--- src/rtl/rb_scb.sv ---
// Parametrised register bank with N combinational read ports, optional writeback
// bypass, optional hard-zero r0, and an issue scoreboard that stalls on RAW/WAW hazards.
module rb_scb #(
  parameter int DW      = 16,
  parameter int NREGS   = 16,
  parameter int AW      = $clog2(NREGS),
  parameter int NRD     = 2,
  parameter int BYPASS  = 1,
  parameter int R0_ZERO = 0
) (
  input  logic                clk,
  input  logic                rst_n,
  input  logic                wr_en,
  input  logic [AW-1:0]       wr_addr,
  input  logic [DW-1:0]       wr_data,
  input  logic [NRD*AW-1:0]   rd_addr,
  output logic [NRD*DW-1:0]   rd_data,
  input  logic                iss_en,
  input  logic [AW-1:0]       iss_dst,
  input  logic [NRD*AW-1:0]   iss_src,
  input  logic [NRD-1:0]      iss_use,
  output logic                iss_stall,
  output logic [NREGS-1:0]    busy,
  output logic [AW:0]         pend_cnt
);

  localparam bit BYP = (BYPASS != 0);
  localparam bit R0Z = (R0_ZERO != 0);

  logic [DW-1:0]    regs_q [NREGS];
  logic [NREGS-1:0] busy_q;
  logic [NREGS-1:0] busy_d;
  logic [AW:0]      pend_q;
  logic [AW:0]      pend_d;

  logic             wr_eff_s;
  logic [NREGS-1:0] clr_v_s;
  logic [NREGS-1:0] eff_busy_s;
  logic             src_haz_s;
  logic             accept_s;

  function automatic logic [AW:0] popcount(input logic [NREGS-1:0] v);
    logic [AW:0] c;
    c = {(AW+1){1'b0}};
    for (int k = 0; k < NREGS; k++) begin
      c = c + {{AW{1'b0}}, v[k]};
    end
    return c;
  endfunction

  function automatic logic is_r0(input logic [AW-1:0] a);
    return R0Z && (a == {AW{1'b0}});
  endfunction

  // Writeback qualification: an r0 write is dropped when r0 is hard-wired to zero.
  always_comb begin
    wr_eff_s = wr_en && !is_r0(wr_addr);
  end

  // Register storage.
  always_ff @(posedge clk or negedge rst_n) begin
    if (!rst_n) begin
      for (int k = 0; k < NREGS; k++) begin
        regs_q[k] <= {DW{1'b0}};
      end
    end else if (wr_eff_s) begin
      regs_q[wr_addr] <= wr_data;
    end
  end

  // Read ports: hard-zero r0 beats bypass, bypass beats stored contents.
  always_comb begin
    rd_data = {(NRD*DW){1'b0}};
    for (int i = 0; i < NRD; i++) begin
      if (is_r0(rd_addr[i*AW +: AW])) begin
        rd_data[i*DW +: DW] = {DW{1'b0}};
      end else if (BYP && wr_eff_s && (wr_addr == rd_addr[i*AW +: AW])) begin
        rd_data[i*DW +: DW] = wr_data;
      end else begin
        rd_data[i*DW +: DW] = regs_q[rd_addr[i*AW +: AW]];
      end
    end
  end

  // Hazard detection against busy bits, minus any producer retiring this cycle.
  always_comb begin
    clr_v_s = {NREGS{1'b0}};
    if (wr_en && BYP) begin
      clr_v_s[wr_addr] = 1'b1;
    end else begin
      clr_v_s = {NREGS{1'b0}};
    end
    eff_busy_s = busy_q & ~clr_v_s;
    if (R0Z) begin
      eff_busy_s[0] = 1'b0;
    end else begin
      eff_busy_s[0] = busy_q[0] & ~clr_v_s[0];
    end
    src_haz_s = 1'b0;
    for (int i = 0; i < NRD; i++) begin
      if (iss_use[i] && eff_busy_s[iss_src[i*AW +: AW]]) begin
        src_haz_s = 1'b1;
      end else begin
        src_haz_s = src_haz_s;
      end
    end
    iss_stall = iss_en && (eff_busy_s[iss_dst] || src_haz_s);
    accept_s  = iss_en && !iss_stall;
  end

  // Scoreboard next state: clear on writeback, then set on accepted issue so set wins.
  always_comb begin
    busy_d = busy_q;
    if (wr_en) begin
      busy_d[wr_addr] = 1'b0;
    end else begin
      busy_d = busy_q;
    end
    if (accept_s && !is_r0(iss_dst)) begin
      busy_d[iss_dst] = 1'b1;
    end else begin
      busy_d = busy_d;
    end
    if (R0Z) begin
      busy_d[0] = 1'b0;
    end else begin
      busy_d[0] = busy_d[0];
    end
    pend_d = popcount(busy_d);
  end

  // Scoreboard and pending-count registers.
  always_ff @(posedge clk or negedge rst_n) begin
    if (!rst_n) begin
      busy_q <= {NREGS{1'b0}};
      pend_q <= {(AW+1){1'b0}};
    end else begin
      busy_q <= busy_d;
      pend_q <= pend_d;
    end
  end

  assign busy     = busy_q;
  assign pend_cnt = pend_q;

endmodule

--- config.mk ---
export PLATFORM = sky130hd
export DESIGN_NAME = rb_scb
export DESIGN_NICKNAME = d
export VERILOG_FILES = /design/src/rtl/rb_scb.sv
export SDC_FILE = /design/constraint.sdc
export NUM_CORES = 1
export LEC_CHECK = 0
export CORE_ASPECT_RATIO = 0.6
export CORE_UTILIZATION = 36
export CTS_BUF_LIST = sky130_fd_sc_hd__clkbuf_4 sky130_fd_sc_hd__clkbuf_8
export CTS_CLUSTER_DIAMETER = 80
export CTS_CLUSTER_SIZE = 40
export DETAILED_ROUTE_END_ITERATION = 8
export PLACE_DENSITY = 0.59
export SLEW_MARGIN = 20
export SYNTH_ARGS = -nofsm -noshare
export SYNTH_HDL_FRONTEND = slang
export SYNTH_SLANG_ARGS = --single-unit
--- constraint.sdc ---
create_clock -name clk -period 5.5 [get_ports clk]
set_input_delay 0.825 -clock clk [delete_from_list [all_inputs] [get_ports clk]]
set_output_delay 0.825 -clock clk [all_outputs]
set_load 0.02 [all_outputs]
Yosys cells after proc, flatten, opt, wreduce, memory -nomap -nowiden
Index checks and enable logic that the tools add are counted.

$add $sub $neg: 15. Order comparisons: 10. Equal/unequal tests: 2. Mux-type cells: 26. Bitwise operators: 10. Reduce and logical (&&, ||, !) cells: 11.

Operator list (count): bitwise mux 256 bit (1); two-way mux 16 bit (10); binary-select mux 16 bit (select 4 bit) (2); demux 16 bit (select 4 bit) (1); adder 5 x 1 -> 5 bit (11); bitwise AND 16 bit (2); inverter 16 bit (2); < comparator 4 x 5 -> 1 bit, second input constant (4); bitwise OR 16 bit (1); >= comparator 5 bit, second input constant (3); inverter 4 -> 5 bit (3); binary-select mux 1 bit (select 4 bit) (3); logical AND 1 bit (9); demux 1 bit (select 4 bit) (2); == test 4 bit (2); >= comparator 4 x 1 -> 1 bit, second input constant (2); two-way mux 1 bit (7); adder 4 x 1 -> 5 bit (1); < comparator 5 x 1 -> 1 bit, second input constant (1); adder 3 x 1 -> 4 bit (1); adder 2 x 1 -> 3 bit (1); adder 1 x 1 -> 2 bit (1); bitwise AND 1 bit (1); zero test 1 bit (1); 2 further kinds (2).

Bits in registers: 277. Input port bits: 46. Output and inout bits: 54. Logic and storage cells: 92.

Depth between registers and ports, before layout
Word-level depth: 32. Mapped depth: 22. Gate-level depth less buffers: 18.

Worst setup path after synthesis
Ideal clock, no wire load.

Path kind: input to register. Start point: input wr_addr[2]. End point: register pend_q[4] (netlist: pend_cnt[4]). Setup time: 119 ps. Arrival time: 5752 ps. Required time: 5381 ps. Setup slack: -371 ps. Cell stages on the path: 21. Buffers on the path: 3. Cell sequence: buf_2 -> or2_2 -> or2_1 -> buf_2 -> nand2_1 -> mux4_2 -> nor3_1 -> a211o_1 -> buf_2 -> o31a_1 -> fa_1 -> fa_1 -> inv_1 -> fa_1 -> inv_1 -> fa_1 -> inv_1 -> ha_1 -> fa_1 -> a21oi_1 -> nor2b_1.

Longest elaborated chain between the ends: 32. Elaborated cells between the ends (all ways): 44. Classes of those cells: add/sub (15); order compare (2); mux (13); bitwise (7); reduce/logical (7).

Ends and longest elaborated chain: start: declaration (line 14) `input logic [AW-1:0] wr_addr,`; < comparator 4 x 5 -> 1 bit (implied by the code) / >= comparator 4 x 1 -> 1 bit (equally long branches) (line 89, 115); logical AND 1 bit (implied by the code) (line 89, 115); two-way mux 1 bit (implied by the code) (line 89, 115); demux 1 bit (select 4 bit) * (line 89, 115); two-way mux 16 bit (line 88) `if (wr_en && BYP) begin`; inverter 1 bit / inverter 16 bit (equally long branches) (line 97, 93); bitwise AND 1 bit / bitwise AND 16 bit (equally long branches) (line 97, 93); binary-select mux 1 bit (select 4 bit) (line 101) `if (iss_use[i] && eff_busy_s[iss_src[i*AW +: AW]]) begin`; [... 8 more ...]; two-way mux 16 bit * (line 119) `if (accept_s && !is_r0(iss_dst)) begin`; adder 1 x 1 -> 2 bit (line 46) `c = c + {{AW{1'b0}}, v[k]};`; adder 2 x 1 -> 3 bit (line 46); adder 3 x 1 -> 4 bit (line 46); adder 4 x 1 -> 5 bit (line 46); adder 5 x 1 -> 5 bit (10 in series) (line 46); adder 5 x 1 -> 5 bit * (line 46); via pend_d[4] (line 34) `logic [AW:0] pend_d;`; end signal: assignment (line 136) `pend_q <= {(AW+1){1'b0}};`; end signal: assignment (line 139) `pend_q <= pend_d;`; end: declaration (line 33) `logic [AW:0] pend_q;`.

The timed path passes the listed nets; every way through them passes the cells marked *. The select of a mux whose other input is x is not followed. A chain may end at the register's enable or synchronous reset.

Final worst setup path
Start point: input wr_addr[0]. End point: register pend_q[4] (netlist: pend_cnt[4]).

The elaborated chain is that of the path after synthesis.

==> results.md <==
- Post-Synthesis Cells: 1,026
- Reg clk slew, reported paths: 0.21 ns
- Reg2Reg Setup Slack: 0.30 ns
- Post-synthesis sequential area ratio: 43.8%
- Worst-path cell chain: buf_8 > or3b_4 > buf_4 > o21ai_4 > mux2i_1 > o311a_1 > a31oi_4 > nand4bb_4 > buf_6 > buf_6 > o31a_1 > fa_1 > fa_1 > inv_2 > fa_1 > inv_2 > fa_1 > inv_1 > ha_2 > fa_2 > a21oi_2 > nor2b_1
- Int Pwr: 4.60 mW
- Buffers added on ports: 99
- Total CTS buffers: 14
- P_leak: 7.54 nW
- Root Buffer: clkbuf_8
- Post-DP HPWL: 30.7 mm
- Final Hold Viols: 0
- Count leader, synth: mux2_2
- IO Pins: 100
- Post-CTS Hold Fix Bufs: 0
- CP Data Arrival Time: 5.97 ns
- Vias in the first global route: 10,579
- CP startpoint kind: input pin
- Min cycle time layout: 5.46 ns
- Worst Path Max Fanout: 6
- CP Capture Type: register
- First-pass GRT wire length: 70.5 mm
- Overall Global Routing Usage: 21.3%
- Layout Nets: 1,240
- Core area: 43,300 µm²
- Max rail drop VDD: 0.000334 V
- Core Rows: 59
- Switching part of the total: 35.3%
- Syn_area_per_cell: 15.4 µm²
- Sequential group share of total power: 41.2%
- Top cell by count, worst path: fa_1
- Clock sinks: 277
- Final ANT Viol Nets: 0
- FMAX: 183 MHz
- Crit-path max cell delay: 0.55 ns
- Global route total overflow: 0
- Vias per inst: 5.74
- First-iteration detailed-routing DRC count: 884
- Post-synth top cells: mux2_2, dfrtp_1, mux4_2
- GPL Wtd Cong: 0.954
- Sw power: 2.51 mW
- Hold crit path type: input pin to asynchronous set/reset pin
- Post-synth ARST share: 100%
- Logic pwr share: 42.9%
- Share of layout cells above drive strength 1: 56.0%
- Final WL: 46.2 mm
- Crit path kind: input pin to register
- Area growth, synth to finish: 18.2%
- Worst Path Required: 6.01 ns
- CP max-delay cell: fa_1
- Outcome: finished clean
- Syn_nets: 1,087
- Pwr per Cell Area: 381 nW/µm²
- Max-slew violations: 0
- Vias: 10,167
- Initial antenna violation count: 5
- FILL cells: 3,878
- Largest net degree at the start of global routing: 116
- Hold Worst Slack: 0.209 ns
- Synthesized area: 15,800 µm²
- RSZ-0062 raised after global routing: yes
- Register bit total from synthesis: 277
- Skew-Pair Late Insertion Delay: 0.61 ns
- Pre-CTS setup slack: -1.05 ns
- Skew final: 0.0650 ns
- EDFF count, synth: 0
- Final setup viols: 0
- Die footprint: 44,800 µm²
- Wire length per cell: 26.1 µm
- Buffers & Inverters on Critical Path: 7
- Yosys top cell area share: 43.8%
- Worst slew margin: 39.0%
- Clk pwr share: 15.9%
- Period utilization: 99.3%
- Htree depth: 1
- Yosys top cell by area: dfrtp_1
- Cell family with most CP delay: adder cells
- Setup slack after layout: 0.0382 ns
- Die Span Y: 164 µm
- Ys Warns: 0
- Ys flop type: dfrtp_1
- Tightest Pin Transition: 0.914 ns
- TritonRoute pass-1 iters: 4
- Area contributors post-synth: dfrtp_1, mux4_2, mux2_2
- Longest Clk Path Bufs: 3
- CTS tree: yes
- Starting density of the core: 36.5%
- Post-route DRC: 0
- Width of the chip: 273 µm
- Library cells used by synthesis: 52
- Max cap viols: 0
logic make-up after synthesis:
| logic type | count (synthesis) | share of synthesized area, % |
|---|---|---|
| flops | 277 | 43.8 |
| xor+xnor | 12 | 0.664 |
| simple gates | 81 | 2.80 |
| fa+ha+maj | 15 | 1.66 |
| mux | 459 | 44.4 |
| compound gates | 70 | 3.53 |
| buf+inv | 112 | 3.14 |
layer usage:
metal,up-vias,track usage [%],share of wire [%]
li1,4292,-,-
met1,5506,30.8,45
met2,307,31.7,45
met3,60,6.15,8.0
met4,2,4.39,1.9
met5,-,0,0.019
cells in the final DEF (no fill, tap or decap), drive strengths merged, types with 3 or more instances in the layout:
master         count
nand2b             6
diode              4
dfrtp            277
mux4             165
nand3             12
nand4              3
xnor2              4
nor2              15
inv               22
o211ai             4
clkbuf            18
mux2             290
o31a              12
clkdlybuf4s50     87
buf              140
o31ai             13
xor2               8
or2                4
o221ai             4
nand2             24
clkinv             5
o21a               3
fa                10
nor2b              6
o21ai             19
ha                 5
mux2i              4
a21oi              4
power by group through the flow:
stage / Clock [mW] / Combinational [mW] / Sequential [mW]
3_3_place_gp: 0 / 3.01 / 2.93
2_1_floorplan: 0 / 1.96 / 2.88
6_report: 1.13 / 3.06 / 2.93
4_1_cts: 1.17 / 3.08 / 2.92
3_5_place_dp: 0 / 3.04 / 2.96
5_1_grt: 1.25 / 3.33 / 3.00
timing repair:
item,4_1_cts,5_1_grt
hold endpoints to repair,0,0
setup buffers,5,2
pin swaps,17,15
resized for setup,28,19
endpoints found under the setup margin,4,4
cell type report:
type / instances / area, µm² / share of cell area, %
Timing Repair Buffer: 231 / 2040 / 10.9
Multi-Input combinational cell: 637 / 8540 / 45.7
Clock buffer: 15 / 206 / 1.10
Sequential cell: 277 / 6930 / 37.1
Clock inverter: 9 / 183 / 0.977
Inverter: 18 / 67.6 / 0.361
Antenna cell: 4 / 10.0 / 0.0535
Tap cell: 579 / 724 / 3.87
flip-flops by register name, indices dropped and copies added, names as in the netlist:
register,flops
regs_q,256
busy,16
pend_cnt,5
stage by stage:
step           cells  utilization (%)  total power [mW]  TNS, ns  area, µm²
2_1_floorplan   1026                -              4.84   -0.777      15900
3_3_place_gp    1735             41.9              5.94    -4.45      18200
3_5_place_dp    1735             41.9              5.99    -4.58      18200
4_1_cts         1764             43.1              7.16        0      18700
5_1_grt         1769             43.2              7.59   -0.303      18700
6_report        1770             43.2              7.12        0      18700
worst paths after layout:
kind	from	end	cells after the start
worst min register to register	regs_q[65]$_DFFE_PN0P_	regs_q[65]$_DFFE_PN0P_	1
max in group asynchronous	rst_n	regs_q[17]$_DFFE_PN0P_	2
worst max register to register	busy[10]$_DFF_PN0_	pend_cnt[4]$_DFF_PN0_	19
min in group clk	regs_q[65]$_DFFE_PN0P_	regs_q[65]$_DFFE_PN0P_	1
worst max-delay path	wr_addr[0]	pend_cnt[4]$_DFF_PN0_	22
worst min-delay path	rst_n	regs_q[184]$_DFFE_PN0P_	1
(Power assumes the default switching activity.)
